==> config.mk <==
export PLATFORM = sky130hd
export DESIGN_NAME = sfx_clip_sequencer
export DESIGN_NICKNAME = d
export VERILOG_FILES = /design/src/rtl/sfx_pkg.sv /design/src/rtl/sfx_tick_div.sv /design/src/rtl/sfx_clip_sequencer.sv
export SDC_FILE = /design/constraint.sdc
export NUM_CORES = 1
export LEC_CHECK = 0
export CAP_MARGIN = 10
export CORE_MARGIN = 1.5
export CORE_UTILIZATION = 45
export CTS_CLUSTER_SIZE = 20
export DETAILED_ROUTE_END_ITERATION = 10
export PLACE_DENSITY = 0.73
export SYNTH_ARGS = -nofsm -noshare
export SYNTH_HDL_FRONTEND = slang
export SYNTH_SLANG_ARGS = --single-unit
==> constraint.sdc <==
create_clock -name CLOCK_50 -period 2.6 [get_ports CLOCK_50]
set_clock_uncertainty 0.2 [all_clocks]
set_input_delay 0.26 -clock CLOCK_50 [delete_from_list [all_inputs] [get_ports CLOCK_50]]
set_output_delay 0.26 -clock CLOCK_50 [all_outputs]
set_load 0.01 [all_outputs]
==> src/rtl/sfx_pkg.sv <==
// rtl/sfx_pkg.sv - shared types, default clip map and helpers for the sfx clip sequencer
//
// Contents:
//   sfx_state_e            : sequencer FSM states (IDLE/PLAY)
//   SFX_ID_*               : clip id constants for the default audio ROM image
//   SFX_*_START / SFX_*_END: default clip boundaries (inclusive) in the audio ROM
//   SFX_CLIP_*_DEFAULT     : the default map packed as NUM_CLIPS x ADDR_W, clip 0 in the LSBs
//   SFX_DIV_DEFAULT        : CLOCK_50 cycles per audio sample (50 MHz / 1200 ~ 41.7 kHz)
//   sfx_cnt_w()            : counter width for a divide-by-n counter
package sfx_pkg;

    typedef enum logic [0:0] {
        SFX_IDLE = 1'b0,
        SFX_PLAY = 1'b1
    } sfx_state_e;

    localparam int SFX_ADDR_W      = 18;
    localparam int SFX_NUM_CLIPS   = 4;
    localparam int SFX_DIV_DEFAULT = 1200;

    localparam logic [1:0] SFX_ID_WIN    = 2'd0;
    localparam logic [1:0] SFX_ID_MOO    = 2'd1;
    localparam logic [1:0] SFX_ID_DETECT = 2'd2;
    localparam logic [1:0] SFX_ID_CHEER  = 2'd3;

    localparam logic [SFX_ADDR_W-1:0] SFX_WIN_START    = 18'd0;
    localparam logic [SFX_ADDR_W-1:0] SFX_WIN_END      = 18'd16395;
    localparam logic [SFX_ADDR_W-1:0] SFX_MOO_START    = 18'd16396;
    localparam logic [SFX_ADDR_W-1:0] SFX_MOO_END      = 18'd66982;
    localparam logic [SFX_ADDR_W-1:0] SFX_DETECT_START = 18'd66983;
    localparam logic [SFX_ADDR_W-1:0] SFX_DETECT_END   = 18'd83254;
    localparam logic [SFX_ADDR_W-1:0] SFX_CHEER_START  = 18'd83255;
    localparam logic [SFX_ADDR_W-1:0] SFX_CHEER_END    = 18'd137138;

    localparam logic [SFX_NUM_CLIPS*SFX_ADDR_W-1:0] SFX_CLIP_START_DEFAULT =
        {SFX_CHEER_START, SFX_DETECT_START, SFX_MOO_START, SFX_WIN_START};
    localparam logic [SFX_NUM_CLIPS*SFX_ADDR_W-1:0] SFX_CLIP_END_DEFAULT =
        {SFX_CHEER_END, SFX_DETECT_END, SFX_MOO_END, SFX_WIN_END};

    function automatic int sfx_cnt_w(input int n);
        return (n > 1) ? $clog2(n) : 1;
    endfunction

endpackage

==> src/rtl/sfx_tick_div.sv <==
// rtl/sfx_tick_div.sv - divide-by-DIV down-counter producing a one-cycle tick
//
// Parameters:
//   DIV      : enabled cycles between ticks
// Ports:
//   CLOCK_50 : system clock
//   resetn   : synchronous active-low reset
//   clr_i    : reload the counter; the first tick follows DIV enabled cycles later
//   en_i     : count enable; the counter holds while low
//   tick_o   : high for the one enabled cycle in every DIV in which the count reaches zero
module sfx_tick_div
    import sfx_pkg::*;
#(
    parameter int DIV = SFX_DIV_DEFAULT
) (
    input  logic CLOCK_50,
    input  logic resetn,
    input  logic clr_i,
    input  logic en_i,
    output logic tick_o
);

    localparam int               CNT_W = sfx_cnt_w(DIV);
    localparam logic [CNT_W-1:0] LOAD  = CNT_W'(DIV - 1);

    logic [CNT_W-1:0] cnt_q, cnt_d;

    always_comb begin
        cnt_d  = cnt_q;
        tick_o = 1'b0;
        if (clr_i) begin
            cnt_d = LOAD;
        end else if (en_i) begin
            if (cnt_q == '0) begin
                tick_o = 1'b1;
                cnt_d  = LOAD;
            end else begin
                cnt_d = cnt_q - CNT_W'(1);
            end
        end
    end

    always_ff @(posedge CLOCK_50) begin
        if (!resetn) begin
            cnt_q <= LOAD;
        end else begin
            cnt_q <= cnt_d;
        end
    end

endmodule

==> src/rtl/sfx_clip_sequencer.sv <==
// rtl/sfx_clip_sequencer.sv - multi-clip sound effect sequencer in front of the audio ROM
//
// Plays one of NUM_CLIPS clips stored back-to-back in a single audio ROM, one
// sample every DIV cycles, with play-once/loop, priority preemption and stop.
// Optional macro SFX_QUEUE_EN adds a one-deep pending slot for lower-priority
// triggers, started right after the current play-once clip completes.
//
// Ports:
//   CLOCK_50     : system clock
//   resetn       : synchronous active-low reset
//   trig         : one-cycle start request, with trig_id / trig_loop
//   stop         : abort playback (wins over trig)
//   rom_addr     : audio ROM address
//   rom_q        : audio ROM data, valid ROM_LAT cycles after the address
//   sample       : {rom_q, zeros} left-justified, holds between strobes
//   sample_valid : one-cycle strobe when sample updates
//   busy         : high while playing
//   cur_id       : id of the clip playing (or last played)
//   done         : one-cycle pulse with the last sample of a play-once clip
module sfx_clip_sequencer
    import sfx_pkg::*;
#(
    parameter int ADDR_W    = SFX_ADDR_W,
    parameter int DATA_W    = 6,
    parameter int NUM_CLIPS = SFX_NUM_CLIPS,
    parameter int ID_W      = 2,
    parameter int DIV       = SFX_DIV_DEFAULT,
    parameter int ROM_LAT   = 1,
    parameter logic [NUM_CLIPS*ADDR_W-1:0] CLIP_START = SFX_CLIP_START_DEFAULT,
    parameter logic [NUM_CLIPS*ADDR_W-1:0] CLIP_END   = SFX_CLIP_END_DEFAULT
) (
    input  logic              CLOCK_50,
    input  logic              resetn,
    input  logic              trig,
    input  logic [ID_W-1:0]   trig_id,
    input  logic              trig_loop,
    input  logic              stop,
    output logic [ADDR_W-1:0] rom_addr,
    input  logic [DATA_W-1:0] rom_q,
    output logic [31:0]       sample,
    output logic              sample_valid,
    output logic              busy,
    output logic [ID_W-1:0]   cur_id,
    output logic              done
);

    generate
        for (genvar g = 0; g < NUM_CLIPS; g++) begin : g_clip_chk
            if (CLIP_START[g*ADDR_W +: ADDR_W] > CLIP_END[g*ADDR_W +: ADDR_W]) begin : g_bad_clip
                $error("sfx_clip_sequencer: clip %0d has start > end", g);
            end
        end
        if (ROM_LAT < 1) begin : g_bad_lat
            $error("sfx_clip_sequencer: ROM_LAT must be at least 1");
        end
        if (ID_W < sfx_cnt_w(NUM_CLIPS)) begin : g_bad_id_w
            $error("sfx_clip_sequencer: ID_W too narrow for NUM_CLIPS");
        end
    endgenerate

    function automatic logic [ADDR_W-1:0] clip_start(input logic [ID_W-1:0] id);
        return CLIP_START[32'(id)*ADDR_W +: ADDR_W];
    endfunction

    function automatic logic [ADDR_W-1:0] clip_end(input logic [ID_W-1:0] id);
        return CLIP_END[32'(id)*ADDR_W +: ADDR_W];
    endfunction

    sfx_state_e        state_q, state_d;
    logic [ADDR_W-1:0] addr_q, addr_d;
    logic [ID_W-1:0]   id_q, id_d;
    logic              loop_q, loop_d;
    // Final tick of a play-once clip issued; waiting for its sample to emerge.
    logic              ending_q, ending_d;
    logic [DATA_W-1:0] hold_q, hold_d;
    // Read pipeline: a valid bit per outstanding read plus a "last sample" marker.
    logic [ROM_LAT-1:0] pv_q, pv_d;
    logic [ROM_LAT-1:0] pl_q, pl_d;
`ifdef SFX_QUEUE_EN
    logic              pend_v_q, pend_v_d;
    logic [ID_W-1:0]   pend_id_q, pend_id_d;
    logic              pend_loop_q, pend_loop_d;
`endif

    logic            tick;
    logic            div_clr;
    logic            div_en;
    logic            trig_ok;
    logic            out_valid;
    logic            done_w;
    logic            start_go;
    logic [ID_W-1:0] start_id;
    logic            start_loop;

    assign trig_ok   = trig && (32'(trig_id) < 32'(NUM_CLIPS));
    assign out_valid = pv_q[ROM_LAT-1];
    assign done_w    = pv_q[ROM_LAT-1] & pl_q[ROM_LAT-1];
    assign div_en    = (state_q == SFX_PLAY) && !ending_q;

    sfx_tick_div #(
        .DIV (DIV)
    ) u_tick_div (
        .CLOCK_50 (CLOCK_50),
        .resetn   (resetn),
        .clr_i    (div_clr),
        .en_i     (div_en),
        .tick_o   (tick)
    );

    always_comb begin
        state_d    = state_q;
        addr_d     = addr_q;
        id_d       = id_q;
        loop_d     = loop_q;
        ending_d   = ending_q;
        hold_d     = out_valid ? rom_q : hold_q;
        pv_d       = pv_q << 1;
        pl_d       = pl_q << 1;
        div_clr    = 1'b0;
        start_go   = 1'b0;
        start_id   = trig_id;
        start_loop = trig_loop;
`ifdef SFX_QUEUE_EN
        pend_v_d    = pend_v_q;
        pend_id_d   = pend_id_q;
        pend_loop_d = pend_loop_q;
`endif
        if (stop) begin
            state_d  = SFX_IDLE;
            pv_d     = '0;
            pl_d     = '0;
            hold_d   = '0;
            ending_d = 1'b0;
            div_clr  = 1'b1;
`ifdef SFX_QUEUE_EN
            pend_v_d = 1'b0;
`endif
        end else begin
            case (state_q)
                SFX_IDLE: begin
                    if (trig_ok) begin
                        start_go = 1'b1;
                    end
                end
                SFX_PLAY: begin
                    if (trig_ok && (trig_id >= id_q)) begin
                        // Preempt: reads in flight still deliver, but the old
                        // clip must never raise done.
                        start_go = 1'b1;
                        pl_d     = '0;
                    end else begin
                        if (tick) begin
                            pv_d[0] = 1'b1;
                            if (addr_q == clip_end(id_q)) begin
                                if (loop_q) begin
                                    addr_d = clip_start(id_q);
                                end else begin
                                    ending_d = 1'b1;
                                    pl_d[0]  = 1'b1;
                                end
                            end else begin
                                addr_d = addr_q + ADDR_W'(1);
                            end
                        end
`ifdef SFX_QUEUE_EN
                        if (trig_ok) begin
                            pend_v_d    = 1'b1;
                            pend_id_d   = trig_id;
                            pend_loop_d = trig_loop;
                        end
`endif
                        if (done_w) begin
                            ending_d = 1'b0;
`ifdef SFX_QUEUE_EN
                            if (pend_v_d) begin
                                start_go   = 1'b1;
                                start_id   = pend_id_d;
                                start_loop = pend_loop_d;
                                pend_v_d   = 1'b0;
                            end else begin
                                state_d = SFX_IDLE;
                            end
`else
                            state_d = SFX_IDLE;
`endif
                        end
                    end
                end
                default: state_d = SFX_IDLE;
            endcase
        end

        if (start_go) begin
            state_d  = SFX_PLAY;
            addr_d   = clip_start(start_id);
            id_d     = start_id;
            loop_d   = start_loop;
            ending_d = 1'b0;
            div_clr  = 1'b1;
        end
    end

    always_ff @(posedge CLOCK_50) begin
        if (!resetn) begin
            state_q  <= SFX_IDLE;
            addr_q   <= '0;
            id_q     <= '0;
            loop_q   <= 1'b0;
            ending_q <= 1'b0;
            hold_q   <= '0;
            pv_q     <= '0;
            pl_q     <= '0;
`ifdef SFX_QUEUE_EN
            pend_v_q    <= 1'b0;
            pend_id_q   <= '0;
            pend_loop_q <= 1'b0;
`endif
        end else begin
            state_q  <= state_d;
            addr_q   <= addr_d;
            id_q     <= id_d;
            loop_q   <= loop_d;
            ending_q <= ending_d;
            hold_q   <= hold_d;
            pv_q     <= pv_d;
            pl_q     <= pl_d;
`ifdef SFX_QUEUE_EN
            pend_v_q    <= pend_v_d;
            pend_id_q   <= pend_id_d;
            pend_loop_q <= pend_loop_d;
`endif
        end
    end

    // Sample is presented in the strobe cycle itself, then held.
    assign sample       = {(out_valid ? rom_q : hold_q), {(32-DATA_W){1'b0}}};
    assign sample_valid = out_valid;
    assign rom_addr     = addr_q;
    assign busy         = (state_q == SFX_PLAY);
    assign cur_id       = id_q;
    assign done         = done_w;

endmodule
==> impl_metrics.csv <==
group,metric,value,unit
clock_network,cts_tree,"yes",
worst_setup_path,cpLargestDelayFamily,"simple AND/OR/NAND/NOR gates",
worst_setup_path,end_kind,"register",
clock_network,htreeDepth,2,
detailed_routing,drc_errors,0,
floorplanning,die_h,79.8,microns
grt,grt_pass1_vias,2383,
yosys,synth_edf_count,0,
clock_network,clockBufferDepth,2,
detailed_routing,wl_per_cell,15.6,microns
floorplanning,core_area,5610,sq um
sta,maxSlewViolCount,0,
floorplanning,rows,27,
grt,grt_pass1_wl,11.7,mm
clock_network,cts_buffers,5,
final_layout,fin_util,0.623,
clock_network,clockRootBuffer,"clkbuf_8",
yosys,yosysWarnings,0,
clock_network,clk_pin_slew,90,ps
yosys,seq_area_frac_synth,0.317,
worst_setup_path,cp_cell_sequence,"inv_4 -> ha_4 -> or3_4 -> a222oi_1 -> buf_4 -> and4_2 -> nand2_1 -> o211ai_1 -> a21oi_1",
clock_network,clk_latency,310,ps
floorplanning,io_pins,68,
final_layout,nNetsFinal,415,
yosys,synth_area_per_cell,8.37,sq um
worst_setup_path,critPathMaxFanout,4,
yosys,ys_seq_elements,42,
sta,period_share,0.968,
place,gp_congestion,0.915,
worst_setup_path,cpPeakStageDelay,380,ps
outcome,outcome,"finished clean",
worst_setup_path,cp.depth,9,
place,port-buffer-count,41,
clock_network,hold_buffers,0,
grt,antenna_found_initial,0,
yosys,postSynthCellCount,317,
power,p_per_area,384,nW/um^2
power,p_leak,0.00136,uW
detailed_routing,wl,7.28,mm
sta,timing.fmax,0.397,GHz
sta,fin_crit,2520,ps
floorplanning,fp.dieW,79.8,microns
worst_setup_path,arrival,2520,ps
detailed_routing,via_per_inst,5.49,
grt,grt_usage,0.238,
yosys,yosysUniqueCellTypes,62,
detailed_routing,antenna_left,0,
floorplanning,start_util,0.473,
final_layout,area_growth,31.7,%
run,maxCapViolCount,0,
place,preCtsSetupSlack,-159,ps
worst_setup_path,cp_slowest_cell,"or3_4",
sta,hold_viol,0,
hold_path,holdPathStages,2,
sta,fin_ws,82.9,ps
grt,grt-ovfl-total,0,
worst_setup_path,crit_buf_inv,2,
detailed_routing,drt_iter0_markers,214,
final_layout,num_antenna_cells,0,
final_layout,drive_gt1_frac,0.213,
sta,rsz0062_at_grt,"true",
floorplanning,die_area,6360,sq um
yosys,synthArstFlopShare,0,
clock_network,cts_sinks,42,
worst_setup_path,reg2reg_depth,9,
place,dpl.hpwl,5.52,mm
worst_setup_path,crit_type,"register to register",
yosys,ys.flop_type,"dfxtp_1",
detailed_routing,firstDrtPassIters,6,
worst_setup_path,cp.required,2600,ps
sta,slew-limit-headroom,0.492,
power,irDropWorstVdd,0.000270,V
sta,tightest_slew,756,ps
yosys,netlist_area,2650,sq um
detailed_routing,num_vias,2564,
sta,setup_violations,0,
hold_path,hold_class,"register to register",
grt,grt_max_degree,16,
worst_setup_path,critPathLaunchType,"register",
power breakdown:
part	internal (uW)	switching [uW]	leakage, uW	total [uW]
Clock	194	257	0.0000447	451
Combinational	105	119	0.000974	224
Sequential	653	13.1	0.000342	666
tightest hold or removal path, cell delays in order, from the launching register on:
cell and delay (ps):
dfxtp_1 350, nand2_1 70, nand2_1 50
routing by layer:
layer / wire (microns) / vias up / share of wire / track usage
li1: - / 1242 / - / -
met1: 3270 / 1222 / 0.45 / 0.317
met2: 3500 / 91 / 0.48 / 0.397
met3: 404 / 9 / 0.055 / 0.0377
met4: 106 / 0 / 0.015 / 0.0690
met5: 0 / - / 0 / 0
cells in the final DEF (no fill, tap or decap), drive strengths merged, types with 4 or more instances in the layout:
cell            n
nor3            4
o211ai          7
clkbuf          5
or3             4
nor4            7
nor2b           6
xnor2           6
nand2b          5
nor2           19
o21ai           8
xor2            8
dfxtp          42
conb           26
mux2            7
inv            12
a31oi           6
nand2          33
buf            43
clkdlybuf4s50  41
o31a            4
nand3          17
or2             4
a21oi          16
nand4           9
ha              8
logic make-up (layout without fill, tap and decap cells):
group                      Yosys count  after routing  synth area share
and+or+nand+nor                    126            126             0.264
AOI/OAI and AO/OA                   67             67             0.182
buffers and inverters               50            103             0.114
DFF                                 42             42             0.317
xor gates and xnor gates            14             14            0.0462
muxes                                9              9            0.0373
adders and majority gates            8              8            0.0377
other                                1             26           0.00141
path summary, 6_finish.rpt:
path / start / endpoint / slack, ps
setup / recovery: cur_id[1] / rom_addr[16] / 80
hold / removal: u_tick_div.cnt_q[10] / u_tick_div.cnt_q[10] / 300
setup reg to reg: cur_id[1] / rom_addr[16] / 80
hold reg to reg: u_tick_div.cnt_q[10] / u_tick_div.cnt_q[10] / 300
cell usage after synthesis, types with 3 or more instances:
| master | count | area (sq um) |
|---|---|---|
| a21oi_1 | 16 | 80.1 |
| mux2_2 | 7 | 78.8 |
| dfxtp_1 | 42 | 841 |
| or3b_1 | 3 | 26.3 |
| o21ai_0 | 6 | 30.0 |
| nor3_1 | 4 | 20.0 |
| inv_1 | 11 | 41.3 |
| nand2_1 | 33 | 124 |
| or3_1 | 4 | 25.0 |
| o211ai_1 | 7 | 52.6 |
| nand2b_1 | 5 | 31.3 |
| clkbuf_1 | 9 | 33.8 |
| xnor2_1 | 6 | 52.6 |
| nor2_1 | 19 | 71.3 |
| o21a_1 | 3 | 22.5 |
| nand3_1 | 17 | 85.1 |
| o31a_1 | 4 | 35.0 |
| nor2b_1 | 6 | 37.5 |
| nand4_1 | 8 | 50.1 |
| a31oi_1 | 6 | 37.5 |
| xor2_1 | 8 | 70.1 |
| ha_1 | 8 | 100 |
| nor4_1 | 5 | 31.3 |
| or2_2 | 4 | 25.0 |
| buf_4 | 26 | 195 |
| and3_1 | 3 | 18.8 |
stage by stage:
stage	std cells	instance area, sq um	TNS (ps)	power [uW]	hold WS [ps]
floorplan	342	2760	0	818	186
global placement	457	3310	-592	885	262
detailed placement	457	3310	-905	888	276
CTS	466	3420	-17.5	1330	291
global route	467	3490	-41.1	1390	315
finish	467	3490	0	1340	299
what timing repair did:
| action | CTS | global route |
|---|---|---|
| pin swaps | 2 | 9 |
| gates resized for setup | 3 | 13 |
| endpoints found under the setup margin | 3 | 15 |
| setup buffers | 1 | 1 |
state kept, by name, indices dropped and copies added, names as in the netlist:
register / flops
busy: 1
cur_id: 2
ending_q: 1
hold_q: 6
loop_q: 1
pl_q: 1
rom_addr: 18
sample_valid: 1
u_tick_div.cnt_q: 11
layout make-up:
class / count / area, sq um
repair buffers: 84 / 741
multi-input cells: 250 / 1680
well taps: 72 / 90.1
clock inverters: 3 / 25.0
inverters: 11 / 43.8
fillers: 495 / 2110
clock buffers: 5 / 68.8
flip-flops and latches: 42 / 848
(Power assumes the default switching activity.)
